--- config.mk ---
export PLATFORM = sky130hd
export DESIGN_NAME = sprite_rom_arbiter
export DESIGN_NICKNAME = d
export VERILOG_FILES = /design/src/rtl/sprite_arb_pkg.sv /design/src/rtl/sprite_rom_arbiter_rr_pick.sv /design/src/rtl/sprite_rom_arbiter.sv
export SDC_FILE = /design/constraint.sdc
export NUM_CORES = 1
export LEC_CHECK = 0
export CORE_MARGIN = 5
export CORE_UTILIZATION = 41
export CTS_BUF_LIST = sky130_fd_sc_hd__clkbuf_4 sky130_fd_sc_hd__clkbuf_8 sky130_fd_sc_hd__clkbuf_16
export CTS_CLUSTER_DIAMETER = 60
export CTS_CLUSTER_SIZE = 25
export DETAILED_ROUTE_END_ITERATION = 12
export PLACE_DENSITY = 0.94
export SYNTH_ARGS = -nofsm -noshare
export SYNTH_HDL_FRONTEND = slang
export SYNTH_SLANG_ARGS = --single-unit
export TNS_END_PERCENT = 50
--- constraint.sdc ---
create_clock -name vga_clk -period 3.59 [get_ports vga_clk]
set_input_delay 0.359 -clock vga_clk [delete_from_list [all_inputs] [get_ports vga_clk]]
set_output_delay 0.359 -clock vga_clk [all_outputs]
set_load 0.02 [all_outputs]
--- src/rtl/sprite_arb_pkg.sv ---
// Shared widths, in-flight pipe types and helpers for the sprite ROM arbiter.
package sprite_arb_pkg;

   localparam int SPR_N_REQ  = 4;
   localparam int SPR_ADDR_W = 10;
   localparam int SPR_DATA_W = 8;
   localparam int ROM_LAT    = 1;
   localparam int REQ_ID_W   = (SPR_N_REQ > 1) ? $clog2(SPR_N_REQ) : 1;

   typedef logic [REQ_ID_W-1:0] req_id_t;

   typedef struct packed {
      logic    vld;
      req_id_t id;
   } pipe_stage_t;

   function automatic logic [SPR_N_REQ-1:0] onehot_id(input req_id_t id);
      logic [SPR_N_REQ-1:0] oh;
      oh     = '0;
      oh[id] = 1'b1;
      return oh;
   endfunction

endpackage

--- src/rtl/sprite_rom_arbiter_rr_pick.sv ---
// Round-robin pick: scan req_valid starting at ptr, wrapping modulo N_REQ; first set bit wins.
module rr_pick
   import sprite_arb_pkg::*;
#(
   parameter int N_REQ = SPR_N_REQ
) (
   input  logic [N_REQ-1:0] req_valid,
   input  req_id_t          ptr,
   output req_id_t          winner,
   output logic             grant
);

   int      idx;
   req_id_t cand;

   // NOTE: every output gets a default before the loop, so no latch can be inferred.
   always_comb begin
      winner = '0;
      grant  = 1'b0;
      idx    = 0;
      cand   = '0;
      // Walk offsets from farthest to nearest so the nearest valid index is written last.
      for (int k = N_REQ - 1; k >= 0; k--) begin
         idx = int'(ptr) + k;
         if (idx >= N_REQ) idx = idx - N_REQ;
         cand = req_id_t'(idx);
         if (req_valid[cand]) begin
            winner = cand;
            grant  = 1'b1;
         end
      end
   end

endmodule

--- src/rtl/sprite_rom_arbiter.sv ---
// Round-robin arbiter sharing one synchronous-read sprite ROM among the pixel-pipeline layers.
module sprite_rom_arbiter #(
   parameter int N_REQ   = sprite_arb_pkg::SPR_N_REQ,
   parameter int ADDR_W  = sprite_arb_pkg::SPR_ADDR_W,
   parameter int DATA_W  = sprite_arb_pkg::SPR_DATA_W,
   parameter int ROM_LAT = sprite_arb_pkg::ROM_LAT
) (
   input  logic                    vga_clk,
   input  logic                    reset_n,
   input  logic [N_REQ-1:0]        req_valid,
   input  logic [N_REQ*ADDR_W-1:0] req_addr,
   output logic [N_REQ-1:0]        req_ready,
   output logic [ADDR_W-1:0]       rom_address,
   input  logic [DATA_W-1:0]       rom_q,
   output logic [N_REQ-1:0]        rsp_valid,
   output logic [DATA_W-1:0]       rsp_data,
   output logic                    busy
);

   import sprite_arb_pkg::*;

   req_id_t           ptr;
   req_id_t           winner;
   logic              grant;
   logic [ADDR_W-1:0] last_addr;
   pipe_stage_t       pipe [ROM_LAT];

   rr_pick #(.N_REQ(N_REQ)) u_pick (
      .req_valid (req_valid),
      .ptr       (ptr),
      .winner    (winner),
      .grant     (grant)
   );

   always_comb begin
      req_ready = '0;
      if (grant && reset_n) req_ready = onehot_id(winner);
   end

   // Idle cycles replay the last granted address so the ROM input stays quiet.
   always_comb begin
      rom_address = last_addr;
      if (grant) rom_address = req_addr[int'(winner)*ADDR_W +: ADDR_W];
   end

   always_comb begin
      busy = 1'b0;
      for (int k = 0; k < ROM_LAT; k++) busy = busy | pipe[k].vld;
   end

   // NOTE: non-blocking assignments so every register here samples pre-edge values.
   always_ff @(posedge vga_clk or negedge reset_n) begin
      if (!reset_n) begin
         ptr       <= '0;
         last_addr <= '0;
         rsp_valid <= '0;
         rsp_data  <= '0;
         // NOTE: the pipe array is reset; stale vld bits would otherwise emit phantom responses.
         for (int k = 0; k < ROM_LAT; k++) pipe[k] <= '0;
      end else begin
         if (grant) begin
            last_addr <= rom_address;
            if (int'(winner) == N_REQ - 1) ptr <= '0;
            else                           ptr <= winner + 1'b1;
         end

         pipe[0] <= '{vld: grant, id: winner};
         for (int k = 1; k < ROM_LAT; k++) pipe[k] <= pipe[k-1];

         // The last stage lines up with the cycle rom_q carries that read's word.
         if (pipe[ROM_LAT-1].vld) begin
            rsp_valid <= onehot_id(pipe[ROM_LAT-1].id);
            rsp_data  <= rom_q;
         end else begin
            rsp_valid <= '0;
         end
      end
   end

endmodule

==> flow_summary_export.csv <==
group,metric,value,unit
outcome,outcome,"finished clean",
synthesis,synth.most_common_cell,"dfrtp_1",
synthesis,yosys-top-cells-area,"dfrtp_1, a31oi_1, mux2i_1, mux2_2, o2bb2ai_1",
sta,worst_slew_pin_slew,0.6868,ns
synthesis,syn-cell-area,0.001438,mm^2
worst_hold_path,hp-class,"in -> async",
sta,period_share,91.85,%
worst_setup_path,rr_startpoint,"ptr[1]$_DFFE_PN0N_",
placement,io_buffers,80,
sta,post-route-worst-setup-slack,0.2926,ns
worst_setup_path,r2r_setup_slack,1.61,ns
worst_setup_path,arrival,2.94,ns
layout,drive_gt1_share,8.333,%
sta,rsz0062_at_grt,"no",
floorplanning,initial_utilization,42.75,%
synthesis,synth_largest_area_cell,"dfrtp_1",
placement,routabilityCongestion,0.7630,
power,p_leak,0.9766,nW
cts,clk_pin_slew,0.15,ns
floorplanning,die_h,69.22,um
cts,cts_buffer_depth,2,
route,viasPerCell,5.248,
cts,clock_latency,0.32,ns
layout,stdcell_count,262,
synthesis,ys_ff_latch,27,
sta,slew_violations,0,
sta,hold_viol,0,
route,vias,1375,
worst_setup_path,cp-start-kind,"primary input",
sta,hold_slack,0.3379,ns
sta,setup_viol,0,
synthesis,post-synth-top-area-fraction,47.00,%
synthesis,synth_commonest_cells,"dfrtp_1, nand2_1, a31oi_1",
floorplanning,die_w,69.22,um
worst_setup_path,crit_fanout,22,
synthesis,syn_nets,196,
synthesis,seq_area_frac_synth,47.00,%
route,routedWlPerCell,14.98,um
route,wl,3924,um
floorplanning,core_area,0.003363,mm^2
route,post-route-drc-count,0,
placement,dp_hpwl,3164,um
sta,max_freq,303.3,MHz
flow_run,maxCapViolCount,0,
cts,cts_resized,0,
cts,cts_made_buffers,3,
cts,ctsHtreeMaxLevel,1,
worst_setup_path,crit_required,3.23,ns
cts,post-cts-setup-buffer-count,0,
floorplanning,io_pins,81,
synthesis,ys_warn_count,0,
cts,root_buffer,"clkbuf_4",
grt,grt_pass1_vias,1438,
route,first_iter_violations,43,
power,vdd_drop_max,0.0002872,V
placement,dp_slack,0.2784,ns
grt,overflow,0,
synthesis,synth.distinct_cells,24,
layout,syn2layout_area_growth,60.23,%
grt,antenna_found_initial,0,
synthesis,synth-async-reset-ratio,100.0,%
route,dr.pass1.iters,4,
power,pwr_density_cell,555.9,mW/mm^2
floorplanning,num_rows,21,
route,ant_nets,0,
power,finalPower,1.281,mW
cts,cts.sink_count,27,
grt,gr-usage-all-layers,15.97,%
sta,post-route-min-period,3.297,ns
layout,finalNetCount,275,
synthesis,synth-main-ff-cell,"dfrtp_1",
synthesis,synth_cells,138,
cts,cts_hold_buf,0,
sta,worst_slew_margin_rel,54.21,%
sta,skew,0.007576,ns
floorplanning,die-area,0.004791,mm^2
synthesis,syn_avg_cell_area,10.42,um^2
cts,cts_tree,"done",
grt,grt_max_degree,23,
placement,dp_cells,258,
sta,fin_tns_setup,0,ns
worst_setup_path,endpoint_kind,"output port",
synthesis,synth_edf_count,0,
grt,grt_pass1_wl,6403,um
worst_setup_path,crit_path_start,"req_valid[1]",
worst_setup_path,worstSetupPathType,"in -> out",
layout,insertedDiodeCount,0,
## cell families (layout without fill, tap and decap cells)
logic type / after synthesis / after routing / share of synthesized area [%]
compound gates: 39 / 39 / 19.76
fa+ha+maj: 4 / 4 / 3.481
buf+inv: 13 / 91 / 4.176
flops: 27 / 27 / 47.00
mux: 20 / 20 / 14.71
simple gates: 35 / 35 / 10.88
## cell type report
| class | instances | area [um^2] |
|---|---|---|
| clock inverter | 1 | 7.507 |
| multi-input combinational | 98 | 701.9 |
| inverter | 4 | 15.01 |
| tap | 46 | 57.56 |
| timing repair buffer | 83 | 823.3 |
| fill | 277 | 1060 |
| clock buffer | 3 | 22.52 |
| sequential | 27 | 675.6 |
## metal layers
| layer | routed length [um] | global-route usage [%] |
|---|---|---|
| met1 | 1428 | 16.13 |
| met2 | 2097 | 30.83 |
| met3 | 347 | 5.507 |
| met4 | 51 | 3.905 |
| met5 | 0 | 0 |
## metrics by stage
stage / util (%) / area, um^2
floorplan: - / 1438
global placement: 67.60 / 2273
detailed placement: 67.60 / 2273
CTS: 68.49 / 2303
global route: 68.49 / 2303
finish: 68.49 / 2303
## state kept, by name, indices dropped and copies added (netlist names)
register   count
busy           1
last_addr     10
pipe           2
ptr            2
rsp_data       8
rsp_valid      4
## worst paths after layout
check / to / cells after the start
max: rom_address[1] / 8
min: last_addr[6]$_DFFE_PN0N_ / 1
max reg2reg: ptr[1]$_DFFE_PN0N_ / 5
min reg2reg: rsp_valid[0]$_DFF_PN0_ / 1
max in group asynchronous: ptr[1]$_DFFE_PN0N_ / 2
min in group vga_clk: rsp_valid[0]$_DFF_PN0_ / 1
## where the power goes
| group | internal, mW | total (mW) | leakage [nW] | switching, mW |
|---|---|---|---|---|
| registers | 0.395 | 0.443 | 0.314 | 0.0485 |
| clock network | 0.0425 | 0.133 | 0.0139 | 0.0901 |
| logic | 0.337 | 0.705 | 0.648 | 0.367 |
## cell usage in the layout, fill, tap and decap left out, types with 2 or more instances in the layout
| master | n |
|---|---|
| clkdlybuf4s50_1 | 80 |
| dfrtp_1 | 27 |
| nand2_1 | 23 |
| a31oi_1 | 21 |
| mux2i_1 | 11 |
| o2bb2ai_1 | 10 |
| mux2_2 | 9 |
| and3_1 | 5 |
| nor2_1 | 4 |
| ha_1 | 4 |
| inv_1 | 3 |
| clkbuf_4 | 3 |
| buf_4 | 3 |
| nor3b_1 | 2 |
| a21oi_1 | 2 |
## worst max-delay path, stage by stage
cell and delay [ns]:
clkdlybuf4s50_1 0.58, a21bo_1 0.24, a221oi_2 0.31, inv_2 0.25
mux2i_1 0.19, o2bb2ai_1 0.17, a31oi_1 0.19, clkdlybuf4s50_1 0.64
Power figures use the tool's default switching activity.
==> RTL change 1 (same flow settings) <==
`SPR_DATA_W`: 8 -> 6.
--- a/src/rtl/sprite_arb_pkg.sv
+++ b/src/rtl/sprite_arb_pkg.sv
@@ -3,7 +3,7 @@
 
    localparam int SPR_N_REQ  = 4;
    localparam int SPR_ADDR_W = 10;
-   localparam int SPR_DATA_W = 8;
+   localparam int SPR_DATA_W = 6;
    localparam int ROM_LAT    = 1;
    localparam int REQ_ID_W   = (SPR_N_REQ > 1) ? $clog2(SPR_N_REQ) : 1;
 
Interface: changed (resized rom_q and rsp_data); port bits go from 81 to 77. No check against the original RTL was run, so the function may have changed too.
==> RTL change 1 against the unedited design <==
- sequential share of layout area shrank 0.74 points
- clock skew shrank 0.0015 ns
- total power down 4.1%
- sequential power down 5.2%
- via count shrank 3.6%
- sequential cell count fell by 2
- fmax decreased by 0.22%
- synthesized area is 5.0% lower
- die area decreased by 4.3%
- routed wire length is 7.5% lower
- final area is 5.0% lower
- setup slack got worse by 0.0072 ns
- largest power group unchanged
==> RTL change 1: results (changes against the unedited design) <==
Critical path
  – Worst-path fanout max: 22 (unchanged)
  – FF-to-FF Start: ptr[1]
  – Worst path arrival time: 2.95 ns (about the same)
  – Critical path endpoint: rom_address[2]
  – Setup crit start: req_valid[1]
  – R2R cell count: 5 (unchanged)
  – Worst R2R End: ptr[1]
  – Crit Path Class: in -> out

Placement
  – Port buffer count: 76 (-5.0%)
  – Final HPWL DP: 2.79 mm (-12%)
  – GPL Wtd Cong: 0.652 (-15%)
  – Worst slack, placed: 0.321 ns (+0.0427 ns)
  – DP Area: 2160 µm² (-5.0%)

Synthesis
  – Synth unique cells: 23 (-4.2%)
  – Post-Syn Nets: 190 (-3.1%)
  – Avg Cell Area, Syn: 10.2 µm² (-2.2%)
  – Area contributors post-synth: dfrtp_1, a31oi_1, mux2i_1, o2bb2ai_1, nand2_1
  – Synth top cells by count: dfrtp_1, nand2_1, a31oi_1
  – Register area share after synthesis: 45.8% (-1.2 points)

Power
  – Leakage: 0.933 nW (-4.5%)
  – Flop pwr share: 34.2% (-0.4 points)
  – Pwr top: combinational cells
  – Switch Pwr: 483 µW (-4.5%)
  – P_clk: 121 µW (-9%)
  – P_seq: 420 µW (-5.2%)
  – Worst vdd ir: 0.000311 V (+8.3%)

Route
  – Pre-antenna DRT Iters: 5 (+1)
  – Starting DRT DRC Count: 36 (-16%)
  – Vias per inst: 5.22 (-0.60%)
  – Final wirelength: 3.63 mm (-7.5%)

Clocking
  – Clock Tree Buf Depth: 2 (unchanged)
  – Post-CTS Setup Bufs: 0 (unchanged)
  – Clock-pin slew on the worst setup and hold paths: 0.13 ns (-0.02 ns)
  – Post-CTS sizing: 0 (unchanged)
  – Total CTS buffers: 3 (unchanged)

Cells and area
  – Nets@finish: 265 (-3.6%)
  – Fill count: 284 (+2.5%)
  – Post-Layout Cell Count: 254 (-3.1%)
  – Ant diodes: 0 (unchanged)
  – Share of cells above drive strength 1: 7.69% (-0.64 points)
  – Regs by FF count: last_addr (10), rsp_data (6), rsp_valid (4)

Global route
  – Antenna violations before repair: 0 (unchanged)
  – Vias in the first global route: 1389 (-3.4%)
  – Global-route wire length before repair: 5.87 mm (-8.4%)
  – Overall Global Routing Usage: 16.5% (+0.52 points)

Outcome
  – Status: finished, final reports clean

Timing
  – Relative slew slack: 54.2% (about the same)
  – Max frequency: 0.303 GHz (-0.22%)
  – Clock skew: 0.00605 ns (-0.00152 ns)

Worst hold path
  – Hold WC Path Type: in -> async
RTL change 1: cell count changes after synthesis, sizes merged:
cell	before	now
dfrtp	27	25
mux2	9	7
buf	5	4
clkbuf	4	5
RTL change 1: cell families after synthesis:
kind of cell / count (synthesis) / synth area share [%]
AOI/OAI and AO/OA: 39 / 20.8
and+or+nand+nor: 35 / 11.5
adders and majority gates: 4 / 3.67
muxes: 18 / 13.8
DFF: 25 / 45.8
buffers and inverters: 13 / 4.40
RTL change 1: critical path: stages:
cell and delay [ns]:
clkdlybuf4s50_1 0.58, a21bo_1 0.25, a221oi_2 0.31, inv_2 0.26, mux2i_1 0.19, o2bb2ai_1 0.16
a31oi_1 0.18, clkdlybuf4s50_1 0.65
RTL change 1: worst min-delay path by stage:
stage	depth (start not counted)	slack, ns	startpoint	endpoint
2_1_floorplan	0	0.06	reset_n	busy
3_5_place_dp	1	0.46	pipe[1]	rsp_valid[1]
3_3_place_gp	1	0.44	pipe[1]	rsp_valid[1]
5_1_grt	2	0.37	reset_n	pipe[0]
6_report	2	0.36	reset_n	pipe[0]
4_1_cts	2	0.35	reset_n	pipe[0]
RTL change 1: final cells by class:
class                   count  area, µm²  share of cell area (%)
flip-flops and latches     25        626                    28.6
inverters                   4       15.0                   0.686
repair buffers             79        783                    35.8
clock inverters             1       5.00                   0.229
multi-input cells          96        679                    31.0
well taps                  46       57.6                    2.63
clock buffers               3       22.5                    1.03
RTL change 1: routing by layer:
| layer | share of wire (%) | track usage, % | up-vias |
|---|---|---|---|
| met2 | 50 | 31.2 | 58 |
| met5 | 0 | 0 | - |
| met4 | 0.36 | 3.54 | 0 |
| li1 | - | - | 646 |
| met1 | 39 | 17.7 | 619 |
| met3 | 11 | 4.99 | 2 |
==> RTL change 2 (same settings) <==
Without the edit above. Reset style: synchronous (`reset_n`), changed in one clocked block.
--- a/src/rtl/sprite_rom_arbiter.sv
+++ b/src/rtl/sprite_rom_arbiter.sv
@@ -49,7 +49,7 @@
    end
 
    // NOTE: non-blocking assignments so every register here samples pre-edge values.
-   always_ff @(posedge vga_clk or negedge reset_n) begin
+   always_ff @(posedge vga_clk) begin
       if (!reset_n) begin
          ptr       <= '0;
          last_addr <= '0;
Function: differs if reset_n is asserted again (counterexample within 4 cycles, from zero or initial values and one cycle with reset_n low); with reset_n held inactive, the same outputs for 10 cycles.
==> RTL change 2 against the unedited design <==
- routed wire length fell by 1.4%
- final area decreased by 1.0%
- register-to-register slack got worse by 0.15 ns
- synthesized area is 1.4% lower
- sequential cell count stayed put
- critical path depth is the same
- setup slack improved by 0.014 ns
- largest power group unchanged
- total power down 30%
==> RTL change 2: results (changes against the unedited design) <==
Clocking
  – Clk_lat worst skew: 0.32 ns (about the same)
  – Clock Tree Buf Depth: 2 (unchanged)

Global route
  – Global-route wire length before repair: 5.89 mm (-8.1%)
  – Met3 usage: 6.16% (+0.65 points)
  – Vias in the first global route: 1292 (-10%)
  – Met2 Usage GRT: 29.9% (-0.91 points)
  – Overall Global Routing Usage: 16.9% (+0.92 points)
  – Met1 capacity usage during global routing: 18.3% (+2.2 points)

Placement
  – Final HPWL DP: 3.17 mm (+0.16%)
  – Port buffer count: 80 (unchanged)
  – GPL Wtd Cong: 0.700 (-8.2%)

Synthesis
  – Asr flop ratio synth: 0% (-100 points)
  – Register area share after synthesis: 38.1% (-8.9 points)
  – Ys flop type: dfxtp_1
  – Synth unique cells: 32 (+33%)
  – Post-Syn Nets: 200 (+2.0%)
  – Area contributors post-synth: dfxtp_1, mux2i_1, a211oi_1, mux2_4, a21oi_1
  – Synth top cells by count: dfxtp_1, mux2i_1, nor2_1

Cells and area
  – Regs by FF count: last_addr (10), rsp_data (8), rsp_valid (4)
  – Share of cells above drive strength 1: 11.3% (+2.9 points)
  – Nets@finish: 281 (+2.2%)

Route
  – Met3 WL: 495 µm (+43%)
  – Routed len/inst: 14.4 µm (-3.6%)
  – DRT met1 WL: 1.47 mm (+2.6%)
  – Vias: 1370 (-0.36%)
  – Starting DRT DRC Count: 31 (-28%)
  – Met2 Wirelength: 1.84 mm (-12%)

Worst hold path
  – WHS Path Cells: 1
  – Hold WC Path Type: reg -> reg

Power
  – Leakage: 0.946 nW (-3.1%)
  – Worst vdd ir: 0.000229 V (-20%)

Outcome
  – Status: finished, final reports clean

Timing
  – Slew of the pin with the lowest slew margin: 0.710 ns (+0.0229 ns)
  – Clock skew: 0.00548 ns (-0.00209 ns)

Critical path
  – Setup crit start: req_valid[2]
  – Worst path arrival time: 2.92 ns (-0.02 ns)
  – R2R cell count: 6 (+1)
  – FF-to-FF Start: ptr[1]
  – Worst-path fanout max: 10 (-55%)

Floorplan
  – Core area: 3340 µm² (-0.78%)
-- RTL change 2: changes by cell type after synthesis, sizes merged, moves of 8 or more --
cell,delta
o22ai,+8
a21oi,+9
mux2i,+9
a31oi,-21
o2bb2ai,-10
nor2,+10
dfrtp,-27
dfxtp,+27
nand2,-18
a211oi,+10
-- RTL change 2: area by class of cell --
class                           instances  area [µm²]
Fill cell                             270        1060
Timing Repair Buffer                   85         838
Multi-Input combinational cell        100         791
Sequential cell                        27         541
Tap cell                               46        57.6
Clock buffer                            4        30.0
Inverter                                6        22.5
-- RTL change 2: logic make-up after synthesis --
group,count (synthesis),share of synthesized area [%]
DFF,27,38.1
buffers and inverters,15,6.09
AOI/OAI and AO/OA,35,19.2
and+or+nand+nor,32,10.8
muxes,29,22.3
adders and majority gates,4,3.53
-- RTL change 2: path summary, 6_finish.rpt --
path                          to  slack (ns)
setup / recovery  rom_address[2]        0.31
hold reg to reg     rsp_valid[0]        0.47
setup reg to reg    last_addr[7]        1.46
hold / removal      rsp_valid[0]        0.47
-- RTL change 2: power breakdown --
part / internal (mW) / leakage (nW) / switching [mW]
Clock: 0.0511 / 0.0184 / 0.0880
Sequential: 0.333 / 0.224 / 0.0193
Combinational: 0.215 / 0.704 / 0.196
-- RTL change 2: stage by stage --
step	instance area, µm²	instances	utilization (%)	setup WS [ns]
after CTS	2280	268	68.3	0.287
after global routing	2280	268	68.3	0.110
after global placement	2250	264	67.4	0.341
after detailed placement	2250	264	67.4	0.284
after floorplan	1420	142	-	1.48
final	2280	268	68.3	0.306
-- RTL change 2: critical path, stage by stage --
cell and delay [ns]:
clkdlybuf4s50_1 0.55, mux2i_1 0.12, o221ai_2 0.52, buf_4 0.32, mux2_4 0.32, o22ai_2 0.11, a21oi_1 0.05, clkdlybuf4s50_1 0.57
